`config.mk`:
```
export PLATFORM = sky130hd
export DESIGN_NAME = muldiv_sequencer_flat
export DESIGN_NICKNAME = d
export VERILOG_FILES = /design/src/rtl/muldiv_pkg.sv /design/src/rtl/muldiv_sequencer_if.sv /design/src/rtl/muldiv_datapath.sv /design/src/rtl/muldiv_sequencer.sv /design/src/flat_wrapper.sv
export SDC_FILE = /design/constraint.sdc
export NUM_CORES = 1
export LEC_CHECK = 0
export ABC_AREA = 1
export CORE_AREA = 2 2 123 125
export CTS_CLUSTER_DIAMETER = 150
export DETAILED_ROUTE_END_ITERATION = 8
export DIE_AREA = 0 0 125 127
export HOLD_SLACK_MARGIN = 0.1
export PLACE_DENSITY = 0.68
export SYNTH_ARGS = -nofsm -noshare
export SYNTH_HDL_FRONTEND = slang
export SYNTH_SLANG_ARGS = --single-unit
```
`constraint.sdc`:
```
create_clock -name clock -period 3.01 [get_ports clock]
set_clock_uncertainty 0.15 [all_clocks]
set_input_delay 0.602 -clock clock [delete_from_list [all_inputs] [get_ports clock]]
set_output_delay 0.602 -clock clock [all_outputs]
set_load 0.005 [all_outputs]
```
`src/rtl/muldiv_pkg.sv`:
```
// Shared types and constants for the sequential multiply/divide unit.
package muldiv_pkg;

  typedef enum logic [1:0] {
    IDLE  = 2'd0,
    RUN   = 2'd1,
    WRITE = 2'd2
  } state_e;

  localparam logic OP_MUL = 1'b0;
  localparam logic OP_DIV = 1'b1;

  localparam int unsigned WIDTH_DEF = 16;
  localparam int unsigned ITER_CNT  = 16;
  localparam int unsigned CNT_W     = 5;

endpackage

```
`src/rtl/muldiv_sequencer_if.sv`:
```
// Request/result bundle between a requester and the multiply/divide sequencer.
interface muldiv_sequencer_if #(
  parameter int unsigned WIDTH = muldiv_pkg::WIDTH_DEF
);
  logic             start;
  logic             op;
  logic [WIDTH-1:0] operand_a;
  logic [WIDTH-1:0] operand_b;
  logic             cancel;
  logic             busy;
  logic             done;
  logic             write_lo;
  logic             write_hi;
  logic [WIDTH-1:0] value_lo;
  logic [WIDTH-1:0] value_hi;
  logic             negative;
  logic             overflow;
  logic             carry;
  logic             zero;

  modport master (
    output start, op, operand_a, operand_b, cancel,
    input  busy, done, write_lo, write_hi, value_lo, value_hi,
           negative, overflow, carry, zero
  );

  modport slave (
    input  start, op, operand_a, operand_b, cancel,
    output busy, done, write_lo, write_hi, value_lo, value_hi,
           negative, overflow, carry, zero
  );
endinterface

```
`src/rtl/muldiv_datapath.sv`:
```
// Accumulator for shift-add multiply and restoring divide; next_*_c is the
// accumulator value after one more iteration.
module muldiv_datapath
  import muldiv_pkg::*;
#(
  parameter int unsigned WIDTH = WIDTH_DEF
) (
  input  logic             clock,
  input  logic             reset,
  input  logic             load,
  input  logic             iterate,
  input  logic             op,
  input  logic [WIDTH-1:0] operand_a,
  input  logic [WIDTH-1:0] operand_b,
  output logic [WIDTH-1:0] next_lo_c,
  output logic [WIDTH-1:0] next_hi_c
);

  logic [WIDTH-1:0] acc_hi;
  logic [WIDTH-1:0] acc_lo;
  logic [WIDTH-1:0] divisor;
  logic             op_q;
  logic [WIDTH:0]   sum_c;
  logic [WIDTH:0]   shifted_c;
  logic [WIDTH:0]   diff_c;

  // Multiply: {hi,lo} shifts right with the partial sum; divide: remainder in hi, quotient shifts into lo.
  always_comb begin
    sum_c     = {1'b0, acc_hi} + (acc_lo[0] ? {1'b0, divisor} : (WIDTH+1)'(0));
    shifted_c = {acc_hi, acc_lo[WIDTH-1]};
    diff_c    = shifted_c - {1'b0, divisor};
    next_hi_c = sum_c[WIDTH:1];
    next_lo_c = {sum_c[0], acc_lo[WIDTH-1:1]};
    if (op_q == OP_DIV) begin
      if (!diff_c[WIDTH]) begin
        next_hi_c = diff_c[WIDTH-1:0];
        next_lo_c = {acc_lo[WIDTH-2:0], 1'b1};
      end else begin
        next_hi_c = shifted_c[WIDTH-1:0];
        next_lo_c = {acc_lo[WIDTH-2:0], 1'b0};
      end
    end
  end

  always_ff @(posedge clock or posedge reset) begin
    if (reset) begin
      acc_hi  <= '0;
      acc_lo  <= '0;
      divisor <= '0;
      op_q    <= OP_MUL;
    end else if (load) begin
      acc_hi  <= '0;
      acc_lo  <= operand_a;
      divisor <= operand_b;
      op_q    <= op;
    end else if (iterate) begin
      acc_hi  <= next_hi_c;
      acc_lo  <= next_lo_c;
    end
  end

endmodule

```
`src/rtl/muldiv_sequencer.sv`:
```
// Iterative unsigned multiply/divide: IDLE -> RUN (WIDTH iterations) -> WRITE,
// with divide-by-zero short-circuiting straight to WRITE.
module muldiv_sequencer
  import muldiv_pkg::*;
#(
  parameter int unsigned WIDTH = WIDTH_DEF
) (
  input logic          clock,
  input logic          reset,
  muldiv_sequencer_if.slave bus
);

  localparam logic [1:0] S_IDLE  = IDLE;
  localparam logic [1:0] S_RUN   = RUN;
  localparam logic [1:0] S_WRITE = WRITE;

  logic [1:0]       state;
  logic [1:0]       state_nxt;
  logic [CNT_W-1:0] cnt;
  logic             load_c;
  logic             iterate_c;
  logic             div0_c;
  logic             wr_c;
  logic [WIDTH-1:0] next_lo;
  logic [WIDTH-1:0] next_hi;
  logic [WIDTH-1:0] res_lo_c;
  logic [WIDTH-1:0] res_hi_c;
  logic             ovf_c;

  logic             busy_q;
  logic             wr_q;
  logic [WIDTH-1:0] lo_q;
  logic [WIDTH-1:0] hi_q;
  logic             neg_q;
  logic             ovf_q;
  logic             zero_q;

  muldiv_datapath #(.WIDTH(WIDTH)) u_datapath (
    .clock     (clock),
    .reset     (reset),
    .load      (load_c),
    .iterate   (iterate_c),
    .op        (bus.op),
    .operand_a (bus.operand_a),
    .operand_b (bus.operand_b),
    .next_lo_c (next_lo),
    .next_hi_c (next_hi)
  );

  // Next state; cancel only matters in RUN, and start wins over cancel in IDLE.
  always_comb begin
    state_nxt = state;
    load_c    = 1'b0;
    iterate_c = 1'b0;
    div0_c    = (bus.op == OP_DIV) && (bus.operand_b == '0);
    case (state)
      S_IDLE: begin
        if (bus.start) begin
          load_c    = 1'b1;
          state_nxt = div0_c ? S_WRITE : S_RUN;
        end
      end
      S_RUN: begin
        if (bus.cancel) begin
          state_nxt = S_IDLE;
        end else begin
          iterate_c = 1'b1;
          if (cnt == CNT_W'(WIDTH - 1)) state_nxt = S_WRITE;
        end
      end
      S_WRITE: state_nxt = S_IDLE;
      default: state_nxt = S_IDLE;
    endcase
  end

  // Result captured on entry to WRITE: the final iteration, or the divide-by-zero pattern from IDLE.
  always_comb begin
    wr_c     = (state_nxt == S_WRITE);
    res_lo_c = next_lo;
    res_hi_c = next_hi;
    ovf_c    = 1'b0;
    if (state == S_IDLE) begin
      res_lo_c = '1;
      res_hi_c = bus.operand_a;
      ovf_c    = 1'b1;
    end
  end

  always_ff @(posedge clock or posedge reset) begin
    if (reset) begin
      state  <= S_IDLE;
      cnt    <= '0;
      busy_q <= 1'b0;
      wr_q   <= 1'b0;
      lo_q   <= '0;
      hi_q   <= '0;
      neg_q  <= 1'b0;
      ovf_q  <= 1'b0;
      zero_q <= 1'b0;
    end else begin
      state  <= state_nxt;
      if (load_c)         cnt <= '0;
      else if (iterate_c) cnt <= cnt + CNT_W'(1);
      busy_q <= (state_nxt != S_IDLE);
      wr_q   <= wr_c;
      if (wr_c) begin
        lo_q   <= res_lo_c;
        hi_q   <= res_hi_c;
        neg_q  <= res_hi_c[WIDTH-1];
        ovf_q  <= ovf_c;
        zero_q <= ({res_hi_c, res_lo_c} == '0);
      end else begin
        lo_q   <= '0;
        hi_q   <= '0;
        neg_q  <= 1'b0;
        ovf_q  <= 1'b0;
        zero_q <= 1'b0;
      end
    end
  end

  assign bus.busy     = busy_q;
  assign bus.done     = wr_q;
  assign bus.write_lo = wr_q;
  assign bus.write_hi = wr_q;
  assign bus.value_lo = lo_q;
  assign bus.value_hi = hi_q;
  assign bus.negative = neg_q;
  assign bus.overflow = ovf_q;
  assign bus.carry    = 1'b0;
  assign bus.zero     = zero_q;

endmodule

```
`src/flat_wrapper.sv`:
```
// flat-port wrapper written by rule: the top's interface ports become plain ports
module muldiv_sequencer_flat import muldiv_pkg::*;
#(
  parameter int unsigned WIDTH = WIDTH_DEF
)
  (clock, reset, bus_start, bus_op, bus_operand_a, bus_operand_b, bus_cancel, bus_busy, bus_done, bus_write_lo, bus_write_hi, bus_value_lo, bus_value_hi, bus_negative, bus_overflow, bus_carry, bus_zero);
  muldiv_sequencer_if #(.WIDTH(WIDTH)) bus_i ();
  input logic clock;
  input logic reset;
  input wire logic [$bits(bus_i.start)-1:0] bus_start;
  input wire logic [$bits(bus_i.op)-1:0] bus_op;
  input wire logic [$bits(bus_i.operand_a)-1:0] bus_operand_a;
  input wire logic [$bits(bus_i.operand_b)-1:0] bus_operand_b;
  input wire logic [$bits(bus_i.cancel)-1:0] bus_cancel;
  output wire logic [$bits(bus_i.busy)-1:0] bus_busy;
  output wire logic [$bits(bus_i.done)-1:0] bus_done;
  output wire logic [$bits(bus_i.write_lo)-1:0] bus_write_lo;
  output wire logic [$bits(bus_i.write_hi)-1:0] bus_write_hi;
  output wire logic [$bits(bus_i.value_lo)-1:0] bus_value_lo;
  output wire logic [$bits(bus_i.value_hi)-1:0] bus_value_hi;
  output wire logic [$bits(bus_i.negative)-1:0] bus_negative;
  output wire logic [$bits(bus_i.overflow)-1:0] bus_overflow;
  output wire logic [$bits(bus_i.carry)-1:0] bus_carry;
  output wire logic [$bits(bus_i.zero)-1:0] bus_zero;
  assign bus_i.start = bus_start;
  assign bus_i.op = bus_op;
  assign bus_i.operand_a = bus_operand_a;
  assign bus_i.operand_b = bus_operand_b;
  assign bus_i.cancel = bus_cancel;
  assign bus_busy = bus_i.busy;
  assign bus_done = bus_i.done;
  assign bus_write_lo = bus_i.write_lo;
  assign bus_write_hi = bus_i.write_hi;
  assign bus_value_lo = bus_i.value_lo;
  assign bus_value_hi = bus_i.value_hi;
  assign bus_negative = bus_i.negative;
  assign bus_overflow = bus_i.overflow;
  assign bus_carry = bus_i.carry;
  assign bus_zero = bus_i.zero;
  muldiv_sequencer #(.WIDTH(WIDTH)) u_core (.clock(clock), .reset(reset), .bus(bus_i));
endmodule
```
==> impl_metrics.yaml, run 1 <==
worst_setup_path:
  path_cells: "inv_1, ha_2, inv_2, fa_2, nand2_1, nand2_1, nand3_2, nand2_4, nand2_4, nand3_4, nand2_4, buf_4, nand2_1, nand3_1, nand3_2, nand2_2, nand2_2, nor2_4, nand3_2, nor2_1"
  cp_slowest_cell: "dfrtp_1"
  startpoint_type: "flop"
  cp_max_fo: 7
  endpoint_kind: "flop"
  max_stage_delay_ps: 360
  rr_worst_depth: 20
  cp_data_required_time_ps: 3150
  worstSetupPathType: "reg -> reg"
  cp.arrival_ps: 3000
finish:
  area_delta_synth_final_pct: 28.0
  diodes: 0
  fin_util: 0.547
  layout.cells.non_filler: 1176
  fill_cells: 1429
  final_cell_area_mm2: 0.00789
  multi_input_area_mm2: 0.00341
  final_nets: 1061
  layout-drive-gt1-share: 0.128
  ff_latch_area_mm2: 0.00230
placed_design:
  dpl_cell_area_mm2: 0.00730
  placed_cells: 1144
  gp_congestion: 0.953
  hpwl_um: 14100
  port_buffers: 75
grt:
  grt_overflow: 0
  grt.total_usage: 0.237
  grt_pass1_wl_um: 29900
  grt_max_degree: 48
  antenna_found_initial: 0
  first_global_vias: 5780
clocking:
  clkLatencyLatePin_ps: 350
  cts_root_buffer: "clkbuf_16"
  h-tree-depth: 3
  cts_tree: "yes"
  numCtsBuffers: 9
  clk_pin_slew_ps: 70
  clock_path_buffers: 2
  postCtsHoldBufs: 0
  clock-sinks: 92
logic_synthesis:
  ys.flop_type: "dfrtp_1"
  yosysWarningCount: 0
  syn_nets: 952
  ys_types: 45
  synth_cells: 879
  ys_ff_latch: 92
  synth.avg_cell_area_um2: 7.01
  synth-edff-count: 0
  async_reset_ff_frac: 1.00
  netlist_area_mm2: 0.00616
  ys_seq_area_frac: 0.374
floorplan:
  rows: 44
  die_w_um: 125
  die_area_mm2: 0.0159
  die_y_um: 127
  core_mm2: 0.0144
  initial_core_util: 0.427
  pin_count: 77
sta:
  setup_tns_ps: 0
  post-route-min-period_ps: 2860
  final_hold_viol_count: 0
  finalCritPeriodShare: 0.949
  fmax_mhz: 350
  slew_headroom: 0.615
  worstMarginPinSlew_ps: 576
  drv_slew: 0
  setup_viol: 0
  holdWs_ps: 365
pwr:
  peakVddDrop_mv: 0.410
  leakage_nw: 4.10
  p_per_area_mw_per_mm2: 900
routing:
  dr.pass1.iters: 5
  vias: 6251
  ant_nets: 0
  routed_via_density: 5.32
  drcViolationCount: 0
  wl_per_cell_um: 15.8
  wirelength_um: 18600
  drt_iter0_drc: 458
min_path:
  min_path_type: "reg -> reg"
  hold_path_depth: 1
job:
  cap_violations: 0
run_status:
  status: "complete, no violations"
-- flip-flops by register name, summed over array words and instances (netlist names) --
register	cells
u_core.bus.value_hi	16
u_core.bus.value_lo	16
u_core.u_datapath.acc_hi	16
u_core.u_datapath.acc_lo	16
u_core.u_datapath.divisor	16
u_core.cnt	5
u_core.state	2
u_core.bus.busy	1
u_core.bus.done	1
u_core.bus.overflow	1
u_core.bus.zero	1
u_core.u_datapath.op_q	1
-- worst paths after layout --
check | from | to | slack (ps)
max | u_core.u_datapath.acc_lo[15] | u_core.bus.zero | 150
min | u_core.cnt[0] | u_core.cnt[0] | 370
max reg2reg | u_core.u_datapath.acc_lo[15] | u_core.bus.zero | 150
min reg2reg | u_core.cnt[0] | u_core.cnt[0] | 370
max in group asynchronous | reset | u_core.u_datapath.acc_hi[5] | 1930
min in group asynchronous | reset | u_core.bus.value_lo[13] | 540
-- synthesized netlist by cell type (all sizes together), types with 6 or more instances --
cell / number / area share
clkbuf: 17 / 0.010
o21ai: 70 / 0.057
nor2: 67 / 0.041
ha: 34 / 0.069
or2: 7 / 0.0071
nor3: 9 / 0.0081
nand2: 256 / 0.16
a21oi: 61 / 0.051
nand4: 10 / 0.010
nand3: 67 / 0.057
buf: 15 / 0.015
o221ai: 6 / 0.0085
inv: 130 / 0.079
dfrtp: 92 / 0.37
-- worst max-delay path: cells and delay by family (launching register included) --
family	cells	cell delay, ps
buffers and inverters	3	260
and+or+nand+nor	15	1490
DFF	1	360
adders and majority gates	2	530
-- per-stage QoR --
stage	setup WS, ps	total power [mW]
4_1_cts	8.50	6.54
2_1_floorplan	412	4.29
6_report	154	7.10
3_3_place_gp	-160	5.30
3_5_place_dp	-117	5.30
5_1_grt	-11.8	7.67
-- routing by layer --
| metal | global-route usage | wire length, um |
|---|---|---|
| met1 | 0.335 | 8340 |
| met2 | 0.363 | 8250 |
| met3 | 0.0436 | 1430 |
| met4 | 0.0954 | 561 |
| met5 | 0 | 0 |
-- cell families after synthesis --
| group | share of synthesized area |
|---|---|
| DFF | 0.374 |
| buffers and inverters | 0.105 |
| adders and majority gates | 0.0755 |
| muxes | 0.00162 |
| xor gates and xnor gates | 0.0142 |
| and+or+nand+nor | 0.289 |
| other | 0.000609 |
| AOI/OAI and AO/OA | 0.140 |
-- report_power, final --
part	total [mW]	internal [mW]	leakage [nW]	switching, mW
Clock	1.08	0.581	0.131	0.499
Sequential	1.71	1.46	1.21	0.247
Combinational	4.31	1.66	2.77	2.65
Total	7.10	3.70	4.10	3.39
-- placed cells by master, fill, tap and decap left out, types with 3 or more instances in the layout --
master,n
nand3_2,6
nand2_2,12
buf_4,51
xnor2_1,5
a21oi_2,5
inv_1,127
nand2_1,240
nand4_1,10
o21ai_0,59
a221oi_1,5
ha_1,27
clkinvlp_4,3
clkbuf_16,9
o21ai_1,9
nand3_1,59
or2_2,6
nor2_1,63
nand2_4,6
o221ai_1,6
ha_2,5
xor2_1,5
dfrtp_1,91
nor3_1,8
clkdlybuf4s50_1,75
o21bai_1,3
nor2_2,3
a21oi_1,54
-- timing repair --
item,4_1_cts,5_1_grt
setup endpoints to repair,1,4
setup buffers,5,10
pin swaps,2,13
cloned,1,1
resized for setup,1,52
-- layout make-up --
type	count	area share
clock inverter	5	0.00476
clock buffer	10	0.0303
inverter	131	0.0628
sequential	92	0.292
timing repair buffer	128	0.149
multi-input combinational	626	0.432
tap	184	0.0292
Note: power is estimated with default switching activity, not from simulation.
==> inputs of run 2 (changes only) <==
- CORE_AREA: 2 2 123 125 -> 2 2 128 130
- DIE_AREA: 0 0 125 127 -> 0 0 130 132
- PLACE_DENSITY: 0.68 -> 0.65
- SYNTH_HIERARCHICAL: not set -> 1
- clock period: 3.01 -> 2.9 ns (I/O delays scaled with it)
==> run 2 against run 1 <==
  * Clock power up 8%
  * Register-to-register slack worse by 110 ps
  * Largest power group unchanged
  * Worst setup slack worse by 110 ps
  * Via count up 6.4%
  * Combinational power up 51%
  * Critical path type unchanged
  * Synthesized cell count up 12%
  * Sequential power up 6%
  * Maximum frequency about the same
  * Final cell count up 18%
  * Final area up 16%
  * First-iteration DRC count up 10%
  * Global-route usage down 0.58 points
  * Highest routed layer unchanged
==> impl_metrics.yaml, run 2 <==
routing:
  wl_per_cell_um: 14.0
  wirelength_um: 19400
  highest_layer: "met4"
  wl_met2_um: 9140
  routed_via_density: 4.80
  vias: 6654
  dr.pass1.iters: 5
  drcViolationCount: 0
  drt_iter0_drc: 505
  routed-wl-met3_um: 996
  wl_met1_um: 8900
  ant_nets: 0
finish:
  layout_commonest_cell: "nand2_1"
  area_delta_synth_final_pct: 38.0
  final_cell_area_mm2: 0.00917
  mostFrequentLayoutCells: "nand2_1 (302), inv_1 (149), buf_4 (114)"
  fin_util: 0.583
  diodes: 0
  final_nets: 1237
  layout.cells.non_filler: 1385
  layout-drive-gt1-share: 0.234
pwr:
  peakVddDrop_mv: 0.424
  leakage_nw: 4.89
  p_per_area_mw_per_mm2: 1030
  clockPowerShare: 0.124
  total_power_mw: 9.48
  p_comb_frac: 0.685
  p_sw_frac: 0.462
  cell_internal_pwr_mw: 5.10
  power_frac_seq: 0.192
  netSwitchingPower_mw: 4.37
floorplan:
  die_y_um: 132
  rows: 46
  die_area_mm2: 0.0172
  core_mm2: 0.0157
  die_w_um: 130
  pin_count: 77
  initial_core_util: 0.423
grt:
  grt.total_usage: 0.232
  grt_overflow: 0
  antenna_found_initial: 0
  first_global_vias: 6300
  grt_max_degree: 50
  grt_pass1_wl_um: 31400
sta:
  final_hold_viol_count: 0
  worstMarginPinSlew_ps: 790
  setup_viol: 0
  drv_slew: 0
  fmax_mhz: 350
  setup_ws_ps: 43.4
  setup_tns_ps: 0
  slew_headroom: 0.470
  rsz0062_at_grt: "true"
  finalCritPeriodShare: 0.985
  post-route-min-period_ps: 2860
  holdWs_ps: 364
clocking:
  cts_tree: "yes"
  cts_root_buffer: "clkbuf_16"
  clk_pin_slew_ps: 70
  numCtsBuffers: 9
  clkLatencyLatePin_ps: 350
  clock-sinks: 92
  h-tree-depth: 3
  clock_path_buffers: 2
worst_setup_path:
  cp.arrival_ps: 2990
  startpoint_type: "flop"
  endpoint_kind: "flop"
  critPathLaunch: "u_core/u_datapath/acc_lo[15]"
  r2r_start: "u_core/u_datapath/acc_lo[15]"
  worstSetupPathType: "reg -> reg"
  rr_worst_depth: 25
  reg2reg_to: "u_core/bus.zero"
  r2r_slack_ps: 40
  cp_data_required_time_ps: 3030
  cp_max_fo: 4
logic_synthesis:
  synthAdderAreaFrac: 0.0701
  synth.avg_cell_area_um2: 6.72
  ys_seq_area_frac: 0.347
  synth_mux_area_frac: 0.00170
  synth.most_common_cell: "nand2_1"
  synth_cells: 988
  ys_ff_latch: 92
  synth_xor_area_frac: 0.0132
  synth_compound_area_frac: 0.0895
  yosysTopAreaCell: "dfrtp_1"
  synth_top_cells_by_area: "dfrtp_1 (35%), nand2_1 (19%), inv_1 (8.8%)"
  synth_simple_gate_area_frac: 0.358
  async_reset_ff_frac: 1.00
  synth-edff-count: 0
  yosysWarningCount: 6
  netlist_area_mm2: 0.00664
  yosysTopAreaCellShare: 0.347
  syn_nets: 1061
  ys_types: 42
  synthTopCellsByCount: "nand2_1 (328), inv_1 (155), dfrtp_1 (92)"
  ys.flop_type: "dfrtp_1"
  synth_top_family_by_area: "simple AND/OR/NAND/NOR gates"
run_status:
  status: "complete, no violations"
placed_design:
  placed_cells: 1345
  port_buffers: 75
  gp_congestion: 0.910
  dp_slack_ps: -150
  hpwl_um: 14800
  dpl_cell_area_mm2: 0.00825
min_path:
  hold_path_depth: 1
  min_path_type: "reg -> reg"
  min_from: "u_core/cnt[0]"
  whs_endpoint: "u_core/cnt[0]"
job:
  cap_violations: 0
## run 2: changes by cell type after synthesis, moves of 4 or more
cell      previous run  this run
o211ai_1             2        14
nor2_2               1        14
inv_1              129       155
nor2_1              66        81
nand2_1            247       328
buf_6                2         7
o21ai_0             67        45
o221ai_1             6         0
buf_1                5         1
nand3_1             64        72
a21oi_1             59        32
and2_1               1        13
nand4_1             10         3
a221oi_1             5         0
## run 2: power by group through the flow
| stage | Clock, mW | Combinational (mW) | Sequential, mW |
|---|---|---|---|
| 6_report | 1.17 | 6.49 | 1.82 |
| 2_1_floorplan | 0 | 3.42 | 1.72 |
| 3_5_place_dp | 0 | 5.39 | 1.79 |
| 5_1_grt | 1.26 | 7.20 | 1.85 |
| 4_1_cts | 1.20 | 5.75 | 1.79 |
| 3_3_place_gp | 0 | 5.35 | 1.79 |
## run 2: cells by family (layout without fill, tap and decap cells)
family / after synthesis / after routing
AO/OA/AOI/OAI: 103 / 103
XOR/XNOR: 10 / 10
adder cells (fa/ha/maj): 36 / 36
buffers and inverters: 193 / 373
flip-flops: 92 / 92
multiplexers: 1 / 1
other: 1 / 1
AND/OR/NAND/NOR: 552 / 553
## run 2: worst max-delay path, stage by stage (launching register included)
cell     delay (ps)
dfrtp_1         390
inv_2            80
ha_4            120
inv_2            40
fa_2            340
nand2_2          80
nand2_2          60
nand3_2          80
nand2_2          60
nand2_4          80
nand2_4          70
nand2_4          80
nand2_4          80
buf_6           130
nand2_1          70
nand3_2          90
and2_4          180
inv_1            50
nand2_1          50
nand2_1          80
nand2_1          50
nor2_1          100
nand2_1          70
nor2_1           80
nand2_1          50
nor2_1           70
## run 2: how the worst max path moves through the flow
stage	to	slack, ps	cells after the start
floorplan	u_core/bus.zero	20	22
global placement	u_core/bus.zero	-140	21
detailed placement	u_core/bus.zero	-150	21
CTS	u_core/bus.zero	1	25
global route	u_core/bus.zero	-150	19
finish	u_core/bus.zero	40	25
## run 2: metal layers
layer	track usage	up-vias
li1	-	3415
met1	0.332	3009
met2	0.367	205
met3	0.0223	25
met4	0.0741	0
met5	0	-
## run 2: timing repair
item | in CTS | in global routing
hold endpoints to repair | 0 | 0
hold buffers | 0 | 0
resized for setup | 40 | 77
endpoints found under the setup margin | 4 | 13
pin swaps | 22 | 42
gates cloned | 1 | 0
setup buffers | 10 | 13
## run 2: layout make-up
| type | count | area [um^2] |
|---|---|---|
| fillers | 1438 | 6550 |
| repair buffers | 197 | 1720 |
| inverters | 160 | 603 |
| clock inverters | 6 | 55.1 |
| well taps | 216 | 270 |
| flip-flops and latches | 92 | 2310 |
| clock buffers | 10 | 239 |
| multi-input cells | 704 | 3970 |
==> inputs of run 3 (changes only) <==
- CORE_AREA: 2 2 128 130 -> 4 4 130 132
- DIE_AREA: 0 0 130 132 -> 0 0 134 136
- TNS_END_PERCENT: not set -> 20
==> run 3 against run 2 <==
  * The run now ends with negative setup slack left
  * Final cell count increased by 1.2%
  * Routed wire length up 4.7%
  * Maximum frequency is 3.5% lower
  * Final area increased by 1.4%
  * Critical path type unchanged
  * Non-clock buffer count is 17 higher
  * Global-route usage fell by 0.54 points
==> impl_metrics.yaml, run 3 (synthesized netlist as in run 2, its figures left out) <==
finish:
  final_cell_area_mm2: 0.00929
  layout-drive-gt1-share: 0.228
  fill_cells: 1438
  layout.cells.non_filler: 1402
  mostFrequentLayoutCells: "nand2_1 (310), inv_1 (147), buf_4 (131)"
  final_nets: 1254
  layout_commonest_cell: "nand2_1"
  diodes: 0
  area_delta_synth_final_pct: 39.9
routing:
  drt_iter0_drc: 529
  routed_via_density: 4.84
  wirelength_um: 20300
  wl_per_cell_um: 14.5
  drcViolationCount: 0
  dr.pass1.iters: 5
  ant_nets: 0
  vias: 6792
clocking:
  clk_pin_slew_ps: 70
  clock_path_buffers: 2
  h-tree-depth: 3
  cts_tree: "yes"
  clock-sinks: 92
  numCtsBuffers: 9
  clkLatencyLatePin_ps: 350
  cts_root_buffer: "clkbuf_16"
  postCtsHoldBufs: 0
job:
  cap_violations: 0
floorplan:
  rows: 46
  initial_core_util: 0.423
  pin_count: 77
  die_w_um: 134
  die_y_um: 136
  core_mm2: 0.0157
  die_area_mm2: 0.0182
sta:
  worstMarginPinSlew_ps: 775
  setup_viol: 1
  fmax_mhz: 338
  rsz0062_at_grt: "true"
  finalCritPeriodShare: 1.02
  drv_slew: 0
  slew_headroom: 0.480
  final_hold_viol_count: 0
  post-route-min-period_ps: 2960
  setup_ws_ps: -60.6
grt:
  grt.total_usage: 0.226
  antenna_found_initial: 0
  grt_pass1_wl_um: 32800
  grt_max_degree: 50
  grt_overflow: 0
  first_global_vias: 6503
worst_setup_path:
  cp_max_fo: 5
  cp_data_required_time_ps: 3040
  cp.arrival_ps: 3100
  endpoint_kind: "flop"
  worstSetupPathType: "reg -> reg"
  startpoint_type: "flop"
pwr:
  p_per_area_mw_per_mm2: 1070
  peakVddDrop_mv: 0.473
  leakage_nw: 5.01
placed_design:
  port_buffers: 75
  dpl_cell_area_mm2: 0.00835
  gp_congestion: 1.00
  hpwl_um: 15600
  placed_cells: 1356
min_path:
  min_path_type: "reg -> reg"
run_status:
  status: "finished with violations"
  violations: "negative setup slack"
## run 3: changes by cell type in the layout (fill, tap and decap cells not counted), sizes merged
cell,change
buf,+17
bufinv,+3
clkinvlp,-2
clkinv,-1
## run 3: power by group
group	total [mW]	internal, mW	switching [mW]	leakage [nW]
sequential	1.83	1.54	0.285	1.20
combinational	6.74	3.11	3.63	3.64
clock	1.39	0.853	0.536	0.168
total	9.96	5.50	4.46	5.01
## run 3: what timing repair did
action / 4_1_cts / 5_1_grt
buffers inserted: 21 / 7
cloned: 2 / 0
gates resized for setup: 70 / 29
endpoints found under the setup margin: 12 / 17
pin swaps: 32 / 19
## run 3: critical path, cell delays in order, from the launching register on
cell     delay, ps
dfrtp_1        390
inv_2           70
ha_4           140
inv_4           30
fa_2           350
nand2_2         80
nand2_2         70
nand3_2         80
nand2_2         70
nand2_4        100
nand2_4         70
nand2_4        100
nand2_8         90
buf_12         150
buf_4          130
nand2_1         70
nand3_2         90
and2_4         160
nand2_1         60
nand2_1         60
inv_2           50
nand3_1         70
nor2_1         110
nand2_1         60
nor2_1          70
## run 3: path summary, 6_finish.rpt
check                                                  start                     endpoint  slack (ps)  cells after the start
worst max-delay path            u_core/u_datapath/acc_lo[15]              u_core/bus.zero         -60                     24
worst min-delay path                           u_core/cnt[0]                u_core/cnt[0]         350                      1
worst max register to register  u_core/u_datapath/acc_lo[15]              u_core/bus.zero         -60                     24
worst min register to register                 u_core/cnt[0]                u_core/cnt[0]         350                      1
max in group asynchronous                              reset                u_core/cnt[4]        1610                      3
min in group asynchronous                              reset  u_core/u_datapath/acc_lo[7]         470                      3
## run 3: metrics by stage
stage	hold WS [ps]	TNS (ps)	utilization	total power, mW	worst slack [ps]
final	354	-60.6	0.591	9.96	-60.6
after CTS	354	-32.8	0.581	9.63	-32.8
after floorplan	310	0	-	5.14	23.2
after global routing	377	-805	0.591	10.7	-259
after global placement	334	-644	0.531	7.32	-290
after detailed placement	343	-693	0.531	7.33	-308
## run 3: cell type report
cell class / instances / area (um^2) / area share
clock buffer: 10 / 229 / 0.0246
clock inverter: 6 / 116 / 0.0125
inverter: 160 / 608 / 0.0654
multi-input combinational: 704 / 3890 / 0.418
sequential: 92 / 2310 / 0.248
tap: 216 / 270 / 0.0291
timing repair buffer: 214 / 1880 / 0.202
## run 3: per-layer routing
layer / part of all wire / GRT usage / up-vias
met2: 0.48 / 0.376 / 186
met3: 0.052 / 0.0281 / 24
met4: 0.018 / 0.0714 / 0
li1: - / - / 3445
met5: 0 / 0 / -
met1: 0.45 / 0.309 / 3137
==> RTL edit 1 (settings of run 2) <==
The package constant `CNT_W` goes from 5 to 10.
--- a/src/rtl/muldiv_pkg.sv
+++ b/src/rtl/muldiv_pkg.sv
@@ -13,5 +13,5 @@
   localparam int unsigned WIDTH_DEF = 16;
   localparam int unsigned ITER_CNT  = 16;
-  localparam int unsigned CNT_W     = 5;
+  localparam int unsigned CNT_W     = 10;
 
 endpackage
Function: same outputs for any inputs over 10 cycles, from zero or initial values and one cycle with reset high; that may be too few to reach the edited logic, so the function may still have changed.
==> RTL edit 1 against run 2 <==
- the flow now finishes with violations (setup timing)
- combinational power decreased by 12%
- worst setup slack got worse by 170 ps
- die area unchanged
- sequential share of layout area increased by 0.80 points
- total power decreased by 7.1%
- clock power increased by 7%
- wire length increased by 6.6%
- synthesized area increased by 3.3%
- sequential cell count increased by 5
- cell area increased by 1.9%
- largest cell class unchanged
- largest power group unchanged
==> RTL edit 1: results (changes against run 2) <==
Global routing
  • First-pass GRT wire length: 33.1 mm (+5.3%)
  • Met3 Use GR: 3.45% (+1.2 points)
  • Overall global routing resource usage: 24.4% (+1.2 points)
  • Vias in the first global route: 6596 (+4.7%)
  • Largest net degree at the start of global routing: 49 (-2.0%)
  • Met1 Use GR: 33.8% (+0.63 points)

Synth
  • Cell variety after synth: 41 (-2.4%)
  • Area contributors post-synth: dfrtp_1 35%, nand2_1 19%, inv_1 8.6%, ha_1 6.0%, nor2_1 5.7%
  • Syn_nets: 1095 (+3.2%)
  • Seq/Total Area, Yosys: 35.4% (+0.71 points)
  • Top cells by count, synth: 340 x nand2_1, 157 x inv_1, 104 x nor2_1, 97 x dfrtp_1, 71 x nand3_1

Route
  • Met2 Wirelength: 9.74 mm (+6.7%)
  • Via/cell ratio: 4.92 (+2.4%)
  • WL final: 20.7 mm (+6.6%)
  • Post-Route M1 WL: 9.48 mm (+6.5%)
  • Metal3 WL: 990 um (-0.60%)
  • Vias: 6988 (+5.0%)

Placement
  • Final Wtd Congestion: 1.01 (+11%)
  • Placed cell area: 8510 sq um (+3.1%)
  • Pre-CTS setup slack: -351 ps (-201 ps)

Critical path
  • Slowest stage delay, CP: 430 ps (+40 ps)
  • Worst reg-to-reg path cell count: 21 (-16%)
  • Reg2reg start: u_core/u_datapath/divisor[0]
  • Critical path arrival: 3170 ps (+180 ps)

Cells and area
  • Filler Cells Inserted: 1461 (+1.6%)
  • Final net count: 1271 (+2.7%)
  • Fraction of layout cells with a size suffix above 1: 20.2% (-3.2 points)
  • Design Area, Final: 9340 sq um (+1.9%)

Pwr
  • Worst vdd ir: 0.000430 V (+1.5%)
  • Sw Pwr: 3.99 mW (-8.8%)
  • Clock power share: 14.2% (+1.8 points)
  • Comb pwr share: 65.0% (-3.5 points)

STA
  • Hold_ws: 329 ps (-35.0 ps)
  • Final setup viols: 5 (+5)
  • Worst-Margin Slew: 643 ps (-147 ps)
  • Final setup margin: -130 ps (-173 ps)

Clock network
  • Postcts setup bufs: 9 (-1)
  • Number of gates resized after cts: 36 (-10%)

Status
  • Status: finished, violations left
  • Failing checks: setup timing
## RTL edit 1: changes by cell type in the layout (fill, tap and decap cells not counted), sizes merged, moves of 2 or more
cell / before / now
nor4: 0 / 2
dfrtp: 92 / 97
nand2: 341 / 353
nor2: 98 / 108
o21ai: 47 / 49
nor3: 11 / 15
## RTL edit 1: cell type report
cell class / instances / area share [%]
multi-input cells: 736 / 43.3
clock inverters: 6 / 0.790
repair buffers: 196 / 18.1
well taps: 216 / 2.89
inverters: 159 / 6.39
flip-flops and latches: 97 / 26.0
clock buffers: 10 / 2.45
## RTL edit 1: kinds of logic after synthesis
family | after synthesis | synth area share, %
buffers and inverters | 192 | 11.6
other | 1 | 0.0546
flip-flops | 97 | 35.4
adder cells (fa/ha/maj) | 35 | 6.60
multiplexers | 1 | 0.164
AND/OR/NAND/NOR | 580 | 36.0
AO/OA/AOI/OAI | 106 | 8.79
XOR/XNOR | 11 | 1.40
==> RTL edit 2 (settings of run 2) <==
Without the edit above. Make the reset (`reset`) synchronous in 2 clocked blocks.
--- a/src/rtl/muldiv_datapath.sv
+++ b/src/rtl/muldiv_datapath.sv
@@ -43,5 +43,5 @@
   end
 
-  always_ff @(posedge clock or posedge reset) begin
+  always_ff @(posedge clock) begin
     if (reset) begin
       acc_hi  <= '0;
--- a/src/rtl/muldiv_sequencer.sv
+++ b/src/rtl/muldiv_sequencer.sv
@@ -87,5 +87,5 @@
   end
 
-  always_ff @(posedge clock or posedge reset) begin
+  always_ff @(posedge clock) begin
     if (reset) begin
       state  <= S_IDLE;
Function: differs if reset is asserted again (counterexample within 4 cycles, from zero or initial values and one cycle with reset high); with reset held inactive, the same outputs for 10 cycles.
==> RTL edit 2 against run 2 <==
- cell area fell by 9.5%
- via count hardly changed
- sequential cell count is the same
- worst setup slack improved by 15 ps
- wire length fell by 2.4%
- synthesized area decreased by 6.4%
- critical path type unchanged
- largest cell class unchanged
Power is not compared: it rests on default switching activity, and its combinational part moved more than twofold at a synthesized area within 25%.
==> RTL edit 2: results (changes against run 2) <==
Status
  • Status: finished, final reports clean

Route
  • Iter 0 DRT Violations: 471 (-6.7%)
  • Via/cell ratio: 4.84 (+0.73%)
  • WL final: 19.0 mm (-2.4%)
  • DRT Pass-1 Iters: 5 (unchanged)
  • Avg WL per Cell: 13.8 um (-1.7%)

Synth
  • Top cells by count, synth: 315 x nand2_1, 163 x inv_1, 92 x dfxtp_1, 91 x nor2_1, 77 x nand3_1
  • Post-Synth Adder-Cell Area: 7.49% (+0.48 points)
  • Compound-Gate Fraction of Synth Area: 11.6% (+2.7 points)
  • Mux cell area share after synthesis: 0% (-0.17 points)
  • Area contributors post-synth: dfxtp_1 30%, nand2_1 19%, inv_1 9.8%, ha_1 6.8%, nand3_1 6.2%
  • Async S/R FF share, synth: 0% (-100 points)
  • Seq/Total Area, Yosys: 29.6% (-5.0 points)
  • Xor/xnor share of the synthesized area: 1.41% (+0.090 points)
  • Synthesis Warnings: 6 (unchanged)
  • Top_reg_cell synth: dfxtp_1
  • Syn_nets: 1086 (+2.4%)
  • Cell variety after synth: 39 (-7.1%)
  • Cells after synthesis: 1013 (+2.5%)

Global routing
  • Largest net degree at the start of global routing: 41 (-18%)
  • Overall global routing resource usage: 22.2% (-0.92 points)
  • Vias in the first global route: 6128 (-2.7%)
  • First-pass GRT wire length: 30.1 mm (-4.1%)
  • Initial antenna violation count: 0 (unchanged)

Critical path
  • Crit path max-delay cell type: fa_2
  • Worst path top cell family by delay: simple AND/OR/NAND/NOR gates
  • Slowest stage delay, CP: 400 ps
  • Critical path arrival: 2980 ps (about the same)
  • Crit path max fanout: 5 (+1)
  • Buf+Inv Stages, Crit Path: 4 (unchanged)

Pwr
  • Worst vdd ir: 0.000280 V
  • Pleak: 4.19 nW
  • Sw Ratio: 34.0%

Hold path
  • Hold Crit Class: register to register

Cells and area
  • Antenna cells: 0 (unchanged)
  • Final net count: 1228 (-0.73%)
  • Fraction of layout cells with a size suffix above 1: 16.9% (-6.5 points)

Clock network
  • Clk slew on worst S/H paths: 70 ps (about the same)
  • CTS buffer count: 9 (unchanged)
  • CTS Buffer Depth: 2 (unchanged)
  • Root Buffer: clkbuf_16
  • H-tree levels: 3 (unchanged)
  • Clock Latency Late Sink: 350 ps (about the same)

Placement
  • DP HPWL: 14.7 mm (-0.58%)
  • Port-buffer cells: 75 (unchanged)
  • Pre-CTS setup slack: -124 ps (+26.3 ps)
  • Final Wtd Congestion: 0.931 (+2.3%)
  • Cells after DPL: 1350 (+0.37%)
-- RTL edit 2: worst min-delay path: cells and delay by family, from the launching register on --
kind / cells / cell delay (ps)
DFF: 1 / 300
buffers and inverters: 1 / 70
AOI/OAI and AO/OA: 1 / 60
-- RTL edit 2: cell type report --
type / instances / area (sq um)
fillers: 1630 / 7420
multi-input cells: 719 / 3760
flip-flops and latches: 92 / 1850
repair buffers: 166 / 1490
inverters: 167 / 627
well taps: 216 / 270
clock buffers: 9 / 225
clock inverters: 7 / 62.6
-- RTL edit 2: cells by family (layout without fill, tap and decap cells) --
family | count (synthesis) | after routing
simple gates | 534 | 535
flops | 92 | 92
fa+ha+maj | 36 | 36
buf+inv | 203 | 349
other cells | 1 | 1
compound gates | 137 | 137
xor+xnor | 10 | 10
-- RTL edit 2: power by group through the flow --
| stage | logic (mW) | registers (mW) | clock network, mW |
|---|---|---|---|
| 4_1_cts | 0.933 | 1.34 | 1.21 |
| 5_1_grt | 1.13 | 1.35 | 1.25 |
| 3_5_place_dp | 0.912 | 1.37 | 0 |
| 3_3_place_gp | 0.909 | 1.37 | 0 |
| 2_1_floorplan | 0.585 | 1.36 | 0 |
| 6_report | 1.02 | 1.35 | 1.18 |
-- RTL edit 2: what timing repair did --
item / CTS / global route
pin swaps: 2 / 23
buffers inserted: 0 / 8
resized for setup: 11 / 50
gates cloned: 0 / 2
setup endpoints to repair: 4 / 17
-- RTL edit 2: per-stage QoR --
stage	instance area, sq um	util (%)
floorplan	6220	-
global placement	7680	48.9
detailed placement	7680	48.9
CTS	8010	51.0
global route	8290	52.8
finish	8290	52.8
-- RTL edit 2: final timing paths --
check / start / to / slack, ps / depth (start not counted)
worst max-delay path: u_core/u_datapath/acc_lo[15] / u_core/bus.zero / 60 / 25
worst min-delay path: u_core/cnt[3] / u_core/cnt[3] / 330 / 2
worst max register to register: u_core/u_datapath/acc_lo[15] / u_core/bus.zero / 60 / 25
worst min register to register: u_core/cnt[3] / u_core/cnt[3] / 330 / 2
-- RTL edit 2: routing by layer --
metal | global-route usage (%) | vias to the layer above | wire (um)
met2 | 37.1 | 146 | 8960
met5 | 0 | - | 0
li1 | - | 3437 | -
met4 | 7.95 | 0 | 457
met3 | 2.88 | 31 | 827
met1 | 29.3 | 3045 | 8710
